==> config.mk <==
export PLATFORM = sky130hd
export DESIGN_NAME = beaver32rv_trace_buffer
export DESIGN_NICKNAME = d
export VERILOG_FILES = /design/src/rtl/beaver32rv_trace_pkg.sv /design/src/rtl/beaver32rv_trace_fifo.sv /design/src/rtl/beaver32rv_trace_buffer.sv
export SDC_FILE = /design/constraint.sdc
export NUM_CORES = 2
export LEC_CHECK = 0
export CORE_ASPECT_RATIO = 0.75
export CORE_MARGIN = 10
export CORE_UTILIZATION = 65
export DETAILED_ROUTE_END_ITERATION = 16
export PLACE_DENSITY = 0.87
export SYNTH_ARGS = -nofsm -noshare
export SYNTH_HDL_FRONTEND = slang
export SYNTH_HIERARCHICAL = 1
export SYNTH_SLANG_ARGS = --single-unit
==> constraint.sdc <==
create_clock -name clk -period 35.1 [get_ports clk]
set_input_delay 3.51 -clock clk [delete_from_list [all_inputs] [get_ports clk]]
set_output_delay 3.51 -clock clk [all_outputs]
set_load 0.03 [all_outputs]
==> src/rtl/beaver32rv_trace_pkg.sv <==
// Shared types and constants for the beaver32rv retirement-trace buffer.
package beaver32rv_trace_pkg;

    typedef enum logic [1:0] {
        ST_IDLE      = 2'd0,
        ST_WAIT_TRIG = 2'd1,
        ST_CAPTURE   = 2'd2,
        ST_STOPPED   = 2'd3
    } trace_state_t;

    localparam int RD_W    = 5;
    localparam int INSTR_W = 32;

endpackage

==> src/rtl/beaver32rv_trace_fifo.sv <==
// Record FIFO with first-word-fall-through head and an overwrite-oldest write path.
module beaver32rv_trace_fifo #(
    parameter int WIDTH = 32,
    parameter int DEPTH = 16
) (
    input  logic                     clk,
    input  logic                     rst,
    input  logic                     flush,
    input  logic                     push,
    input  logic                     pop,
    input  logic                     overwrite,
    input  logic [WIDTH-1:0]         wr_data,
    output logic [WIDTH-1:0]         head_data,
    output logic                     head_valid,
    output logic                     full,
    output logic [$clog2(DEPTH):0]   count
);

    localparam int PTR_W = $clog2(DEPTH);
    localparam int CNT_W = PTR_W + 1;

    logic [WIDTH-1:0] mem [DEPTH];
    logic [PTR_W-1:0] head_reg, head_next;
    logic [PTR_W-1:0] tail_reg, tail_next;
    logic [CNT_W-1:0] count_reg, count_next;
    logic             wr_en;
    logic             rd_adv;

    // An overwrite writes into the oldest slot and moves both pointers together.
    assign wr_en  = (push | overwrite) & ~flush;
    assign rd_adv = (pop | overwrite) & ~flush;

    always_comb begin
        head_next  = head_reg;
        tail_next  = tail_reg;
        count_next = count_reg;
        if (flush) begin
            head_next  = '0;
            tail_next  = '0;
            count_next = '0;
        end else begin
            if (wr_en)
                tail_next = tail_reg + PTR_W'(1);
            if (rd_adv)
                head_next = head_reg + PTR_W'(1);
            if (push && !pop)
                count_next = count_reg + CNT_W'(1);
            else if (!push && pop)
                count_next = count_reg - CNT_W'(1);
        end
    end

    always_ff @(posedge clk or negedge rst) begin
        if (!rst) begin
            head_reg  <= '0;
            tail_reg  <= '0;
            count_reg <= '0;
        end else begin
            head_reg  <= head_next;
            tail_reg  <= tail_next;
            count_reg <= count_next;
        end
    end

    always_ff @(posedge clk) begin
        if (wr_en)
            mem[tail_reg] <= wr_data;
    end

    assign head_valid = (count_reg != '0);
    assign head_data  = head_valid ? mem[head_reg] : '0;
    assign full       = (count_reg == CNT_W'(DEPTH));
    assign count      = count_reg;

endmodule

==> src/rtl/beaver32rv_trace_buffer.sv <==
// Retirement-trace capture: arm/trigger FSM, cycle stamping and drop accounting
// in front of a record FIFO drained through a valid/ready port.
module beaver32rv_trace_buffer
    import beaver32rv_trace_pkg::*;
#(
    parameter int XLEN    = 32,
    parameter int DEPTH   = 16,
    parameter int CYCLE_W = 16,
    parameter int DROP_W  = 8
) (
    input  logic                     clk,
    input  logic                     rst,
    input  logic                     arm,
    input  logic                     clear,
    input  logic                     wrap_mode,
    input  logic                     trig_en,
    input  logic [XLEN-1:0]          trig_pc,
    input  logic                     ret_valid,
    input  logic [XLEN-1:0]          ret_pc,
    input  logic [XLEN-1:0]          ret_wdata,
    input  logic [INSTR_W-1:0]       ret_instr,
    input  logic [RD_W-1:0]          ret_rd,
    input  logic                     ret_regwrite,
    output logic                     out_valid,
    input  logic                     out_ready,
    output logic [CYCLE_W-1:0]       out_cycle,
    output logic [XLEN-1:0]          out_pc,
    output logic [XLEN-1:0]          out_wdata,
    output logic [INSTR_W-1:0]       out_instr,
    output logic [RD_W-1:0]          out_rd,
    output logic                     out_regwrite,
    output logic [1:0]               state,
    output logic [$clog2(DEPTH):0]   count,
    output logic [DROP_W-1:0]        dropped,
    output logic                     triggered
);

    localparam int REC_W = CYCLE_W + XLEN + INSTR_W + RD_W + XLEN + 1;

    trace_state_t      state_reg, state_next;
    logic [CYCLE_W-1:0] cycle_reg;
    logic [XLEN-1:0]    trig_pc_reg;
    logic               wrap_reg;
    logic [DROP_W-1:0]  dropped_reg;
    logic               triggered_reg;

    logic               flush;
    logic               pop;
    logic               fifo_push;
    logic               fifo_over;
    logic               fifo_full;
    logic               drop_inc;
    logic               trig_hit;
    logic [REC_W-1:0]   wr_rec;
    logic [REC_W-1:0]   head_rec;

    assign flush  = arm | clear;
    assign pop    = out_valid & out_ready & ~flush;
    assign wr_rec = {cycle_reg, ret_pc, ret_instr, ret_rd, ret_wdata, ret_regwrite};

    always_comb begin
        state_next = state_reg;
        fifo_push  = 1'b0;
        fifo_over  = 1'b0;
        drop_inc   = 1'b0;
        trig_hit   = 1'b0;
        if (clear) begin
            state_next = ST_IDLE;
        end else if (arm) begin
            state_next = trig_en ? ST_WAIT_TRIG : ST_CAPTURE;
        end else begin
            unique case (state_reg)
                ST_WAIT_TRIG: begin
                    // The FIFO is empty here: arm flushed it and nothing was pushed since.
                    if (ret_valid && ret_pc == trig_pc_reg) begin
                        fifo_push  = 1'b1;
                        trig_hit   = 1'b1;
                        state_next = ST_CAPTURE;
                    end
                end
                ST_CAPTURE: begin
                    if (ret_valid) begin
                        if (fifo_full && !pop) begin
                            drop_inc = 1'b1;
                            if (wrap_reg)
                                fifo_over = 1'b1;
                            else
                                state_next = ST_STOPPED;
                        end else begin
                            fifo_push = 1'b1;
                        end
                    end
                end
                default: ;
            endcase
        end
    end

    always_ff @(posedge clk or negedge rst) begin
        if (!rst) begin
            state_reg     <= ST_IDLE;
            cycle_reg     <= '0;
            trig_pc_reg   <= '0;
            wrap_reg      <= 1'b0;
            dropped_reg   <= '0;
            triggered_reg <= 1'b0;
        end else begin
            state_reg <= state_next;
            cycle_reg <= cycle_reg + CYCLE_W'(1);
            if (arm && !clear) begin
                trig_pc_reg <= trig_pc;
                wrap_reg    <= wrap_mode;
            end
            if (flush)
                dropped_reg <= '0;
            else if (drop_inc && dropped_reg != '1)
                dropped_reg <= dropped_reg + DROP_W'(1);
            if (flush)
                triggered_reg <= 1'b0;
            else if (trig_hit)
                triggered_reg <= 1'b1;
        end
    end

    beaver32rv_trace_fifo #(
        .WIDTH (REC_W),
        .DEPTH (DEPTH)
    ) u_fifo (
        .clk        (clk),
        .rst        (rst),
        .flush      (flush),
        .push       (fifo_push),
        .pop        (pop),
        .overwrite  (fifo_over),
        .wr_data    (wr_rec),
        .head_data  (head_rec),
        .head_valid (out_valid),
        .full       (fifo_full),
        .count      (count)
    );

    assign {out_cycle, out_pc, out_instr, out_rd, out_wdata, out_regwrite} = head_rec;
    assign state     = state_reg;
    assign dropped   = dropped_reg;
    assign triggered = triggered_reg;

endmodule

Word level (Yosys, flattened, before mapping)
Memory sizes are Yosys's and may differ from the RTL's.
Index checks and enable logic that the tools add are counted.
{ "op_classes": {"addsub": 6, "eq_ne": 9, "mux": 42, "bitwise_logic": 8, "n_reduce_logical": 17} }
{ "op_table": {"columns": ["cell", "n"], "rows": [
  ["$mux 118", 1],
  ["$eq 32x32->1", 1],
  ["$mux 1", 23],
  ["$add 16x1->16 const B", 1],
  ["$mux 4", 4],
  ["$mux 8", 2],
  ["$ne 4x4->1 const B", 4],
  ["$mux 5", 3],
  ["$mux 2", 7],
  ["$add 4x1->4 const B", 2],
  ["$add 8x1->8 const B", 1],
  ["$ne 8x8->1 const B", 1],
  ["$reduce_bool 2->1", 4],
  ["$logic_and 1x1->1", 6],
  ["$add 5x1->5 const B", 1],
  ["$eq 5x5->1 const B", 1],
  ["$reduce_and 5->1", 1],
  ["$reduce_bool 5->1", 1],
  ["$sub 5x1->5 const B", 1],
  ["$and 1x1->1", 4],
  ["$pmux 2 s2", 1],
  ["$reduce_bool 4->1", 1],
  ["$logic_not 1->1", 3],
  ["$or 1x1->1", 3],
  ["5 further kinds", 5]
]} }
{ "word_totals": {"register_bits": 73, "mem_bits_rw": 1888, "input_bits": 142, "output_inout_bits": 135, "wordCells": 92, "n_memories": 1} }
{ "mem_list": {"columns": ["memory", "depth", "width", "rd", "rd_clocked_by_memory_dff", "write_ports", "line_no", "text"], "rows": [
  ["u_fifo.mem", 16, 118, 1, 0, 1, "beaver32rv_trace_fifo.sv:22", "logic [WIDTH-1:0] mem [DEPTH];"]
]} }

Longest topological paths before layout
{ "logic_depth": {"depth_word": 15, "depth_mapped": 12, "ltp_nobuf": 12} }

By module
Netlist, hierarchy kept.
{ "modules_own_cells": {"columns": ["mod", "instances", "cells_each", "area_each_um2", "seq_area_each_um2"], "rows": [
  ["beaver32rv_trace_fifo", 1, 2992, 71781.3, 57019.7],
  ["beaver32rv_trace_buffer", 1, 260, 3011.6, 1501.4]
]} }

Worst setup path after synthesis
OpenSTA, ideal clock, no wires.
{ "synth_path": {"path_kind": "input-to-reg", "startpoint": "in ret_pc[5]", "endpoint": "mem u_fifo/mem[11][0] in the netlist's numbering, enable pin", "setup_ns": 0.927, "arrival_ns": 17.066, "required_ns": 34.173, "setup_slack_ns": 17.107, "stages": 7, "n_path_buf": 0, "cell_sequence": "xor2_1 > or4_4 > nor3_4 > nand3_1 > a211oi_2 > o21ai_0 > nor4b_1"} }
{ "synth_between": {"elab_chain_cells": 10} }
{ "synth_lines": {"columns": ["element", "line_no", "text"], "rows": [
  ["from (decl)", "beaver32rv_trace_buffer.sv:19", "input logic [XLEN-1:0] ret_pc,"],
  ["$eq 32x32->1", "beaver32rv_trace_buffer.sv:75", "if (ret_valid && ret_pc == trig_pc_reg) begin"],
  ["$logic_and 1x1->1", "beaver32rv_trace_buffer.sv:75", null],
  ["$mux 1", "beaver32rv_trace_buffer.sv:75", null],
  ["$pmux 1 s2", "beaver32rv_trace_buffer.sv:72", "unique case (state_reg)"],
  ["$mux 1", "beaver32rv_trace_buffer.sv:69", "end else if (arm) begin"],
  ["$mux 1", "beaver32rv_trace_buffer.sv:67", "if (clear) begin"],
  ["named net fifo_push", "beaver32rv_trace_buffer.sv:49", "logic fifo_push;"],
  ["$or 1x1->1", "beaver32rv_trace_fifo.sv:30", "assign wr_en = (push | overwrite) & ~flush;"],
  ["$and 1x1->1", "beaver32rv_trace_fifo.sv:30", null],
  ["$mux 1", "beaver32rv_trace_fifo.sv:66", "if (wr_en)"],
  ["$mux 1 (implied by the code)", "beaver32rv_trace_fifo.sv:67", "mem[tail_reg] <= wr_data;"],
  ["to (decl)", "beaver32rv_trace_fifo.sv:22", null]
]} }
The timed path passes the listed nets, and every way through them passes these cells.

Worst setup path after layout
{ "layout_path": {"startpoint": "reg u_fifo.head_reg[0]", "endpoint": "out out_instr[8]"} }
{ "layout_between": {"elab_chain_cells": 2} }
{ "layout_lines": {"columns": ["element", "line_no", "text"], "rows": [
  ["from (decl)", "beaver32rv_trace_fifo.sv:23", "logic [PTR_W-1:0] head_reg, head_next;"],
  ["from (signal assigned)", "beaver32rv_trace_fifo.sv:59", "head_reg <= head_next;"],
  ["$mem_v2 16x118", null, null],
  ["$mux 118", "beaver32rv_trace_fifo.sv:71", "assign head_data = head_valid ? mem[head_reg] : '0;"],
  ["to (decl)", "beaver32rv_trace_buffer.sv:29", "output logic [INSTR_W-1:0] out_instr,"]
]} }
Every way passes these cells.

==> impl_metrics.tcl <==
set metrics [dict create \
    yosysTopAreaCell "edfxtp_1" \
    startpoint_type "register" \
    synthToLayoutAreaGrowth_pct 13.3 \
    period_minus_slack_ns 10.92 \
    initial_core_util 0.656 \
    core_area_um2 114000 \
    largest_reg_flops 1888 \
    syn_area_um2 74800 \
    synth.avg_cell_area_um2 23.0 \
    power.leakage_nw 25.8 \
    synth-seq-area-share 0.782 \
    drv_slew 0 \
    synth_compound_area_frac 0.0226 \
    synth_fa_ha_area_frac 0.00244 \
    status "finished, final reports clean" \
    final_layout_size_suffix_gt1_frac 0.223 \
    crit_chain "buf_4, buf_4, buf_4, buf_4, mux4_2, mux2i_1, o21ai_0, clkdlybuf4s50_1" \
    pwr-share-seq 0.569 \
    grt_pass1_wl_mm 273 \
    track_usage 0.291 \
    max_slew.worst_pin.slew_ns 1.26 \
    first_pass_iters 8 \
    async_flop_share 0.0372 \
    cp_max_fo 53 \
    path_clk_slew_ns 0.07 \
    synth_top_family_by_area "multiplexers" \
    critPathSlowestCell "buf_4" \
    rows 107 \
    p_sw_frac 0.197 \
    syn-num-nets 3408 \
    placed_area_um2 79300 \
    die_h_um 314 \
    post_cts_resized 0 \
    ys_seq_elements 1961 \
    power_frac_comb 0.019 \
    vias 37164 \
    grt_busiest_layer "met2" \
    antenna_found_initial 10 \
    synth_area_leaders "edfxtp_1, mux4_2, dfrtp_1, mux2i_1, a22oi_1" \
    met2_usage 0.466 \
    grt_pass1_vias 38948 \
    path_class "reg2out" \
    max_stage_delay_ns 0.98 \
    grt_overflow 0 \
    cp-end-kind "output port" \
    worstSkewPairLatency_ns 0.78 \
    p_int_w 0.00362 \
    io_pins 277 \
    ant_nets 0 \
    synth-simple-area-share 0.0109 \
    yosys_warnings 6 \
    rsz0062_at_grt "no" \
    synth_top_flop_cell "edfxtp_1" \
    min_path_type "reg2reg" \
    final_area_um2 84800 \
    htree_levels 4 \
    synth-xor-area-share 0.00656 \
    gp_congestion 0.768 \
    numCtsBuffers 171 \
    met1_usage 0.400 \
    ir_worst_vdd_mv 0.0446 \
    chipWidth_um 412 \
    routed_wl_mm 187 \
    max_slew_margin 0.160 \
    placed_cells 4936 \
    worstPathRequired_ns 31.59 \
    power.share.clock 0.412 \
    switching_power_w 0.000891 \
    dp_hpwl_mm 86.8 \
    worst_path_most_repeated_cell "buf_4" \
    yosys.area.top_type_share 0.758 \
    setup_tns_ns 0 \
    stdcell_count 5256 \
    drc 0 \
    synth-edff-count 1888 \
    fin_crit_sh 0.311 \
    cts_buffer_depth 3 \
    yosysMostFrequentCell "edfxtp_1" \
    yosys-top-cells-count "edfxtp_1, mux4_2, mux2i_1, o21ai_0, a22oi_1" \
    synthDistinctLibCells 56 \
    fmax_mhz 91.6 \
    viasPerCell 7.07 \
    setup_viol 0 \
    grt_max_degree 167 \
    final_nets 3739 \
    port_buffers 276 \
    hold_viol 0 \
    cts_root_buf "clkbuf_16" \
    syn_inst 3252 \
    postCtsSetupBuffers 0 \
    n_fill_cell 5716 \
    die-area_um2 129000 \
    worstPathArrival_ns 7.41 \
    power_density_nw_per_um2 53.3 \
    synth_mux_area_frac 0.163 \
    drv_cap 0 \
    cts_num_sinks 1961 \
    use_met3 0.0666 \
    ctsHoldBuffers 0 \
    cts_tree "yes" \
    clock_skew_ns 0.0336 \
    avgRoutedWirePerCell_um 35.6 \
    drtIter0Drc 5459 \
]
-- layout make-up --
type / count / area [um2] / share of cell area
timing repair buffer: 326 / 3300 / 0.0389
sequential: 1961 / 58500 / 0.691
clock inverter: 83 / 712 / 0.00840
inverter: 12 / 47.5 / 0.000561
antenna: 10 / 25.0 / 0.000295
tap: 1526 / 1910 / 0.0225
clock buffer: 227 / 4730 / 0.0558
multi-input combinational: 1111 / 15500 / 0.183
-- cell usage in the layout, fill, tap and decap left out, drive strengths merged, types with 51 or more instances in the layout --
cell type	count
a22oi	117
buf	51
clkbuf	227
clkdlybuf4s50	275
clkinv	60
dfrtp	73
edfxtp	1888
mux2i	120
mux4	472
o21ai	126
-- layer usage --
layer,vias up,share of wire
met4,6,0.033
met3,431,0.11
met2,2803,0.50
met5,-,0.00021
li1,14439,-
met1,19485,0.36
-- cell families (layout without fill, tap and decap cells) --
logic type / count (synthesis) / in the layout
AOI/OAI and AO/OA: 265 / 265
xor gates and xnor gates: 56 / 56
adders and majority gates: 14 / 14
buffers and inverters: 180 / 648
DFF: 1961 / 1961
muxes: 624 / 624
other: 0 / 10
and+or+nand+nor: 152 / 152
-- stage by stage --
step / power [W] / worst slack (ns) / hold slack (ns) / util
floorplan: 0.00265 / 17.11 / 0.495 / -
detailed placement: 0.00270 / 25.04 / 0.515 / 0.696
global route: 0.00462 / 23.51 / 0.571 / 0.744
CTS: 0.00453 / 23.94 / 0.540 / 0.744
global placement: 0.00270 / 25.18 / 0.501 / 0.696
finish: 0.00451 / 24.18 / 0.540 / 0.744
-- path summary, 6_finish.rpt --
path | startpoint | to | slack (ns) | depth (start not counted)
worst max-delay path | u_fifo/head_reg[0] | out_instr[8] | 24.18 | 8
worst min-delay path | trig_pc_reg[25] | trig_pc_reg[25] | 0.54 | 1
worst max register to register | u_fifo/count[0] | u_fifo/mem[14][57] | 29.00 | 10
worst min register to register | trig_pc_reg[25] | trig_pc_reg[25] | 0.54 | 1
max in group asynchronous | rst | u_fifo/head_reg[0] | 31.27 | 2
min in group asynchronous | rst | trig_pc_reg[9] | 2.54 | 1
-- critical path, delay by kind of cell, from the launching register on --
kind,cells,cell delay [ns]
buf+inv,5,4.29
flops,1,0.96
compound gates,1,0.66
mux,2,0.52
-- power by group through the flow --
stage           logic, W  clock network (W)  registers [W]
6_report       0.0000837            0.00186        0.00257
5_1_grt        0.0000903            0.00196        0.00257
4_1_cts        0.0000837            0.00188        0.00257
3_5_place_dp   0.0000824                  0        0.00262
3_3_place_gp   0.0000786                  0        0.00262
2_1_floorplan  0.0000262                  0        0.00262
No activity file was read; power rests on OpenSTA's default activity.
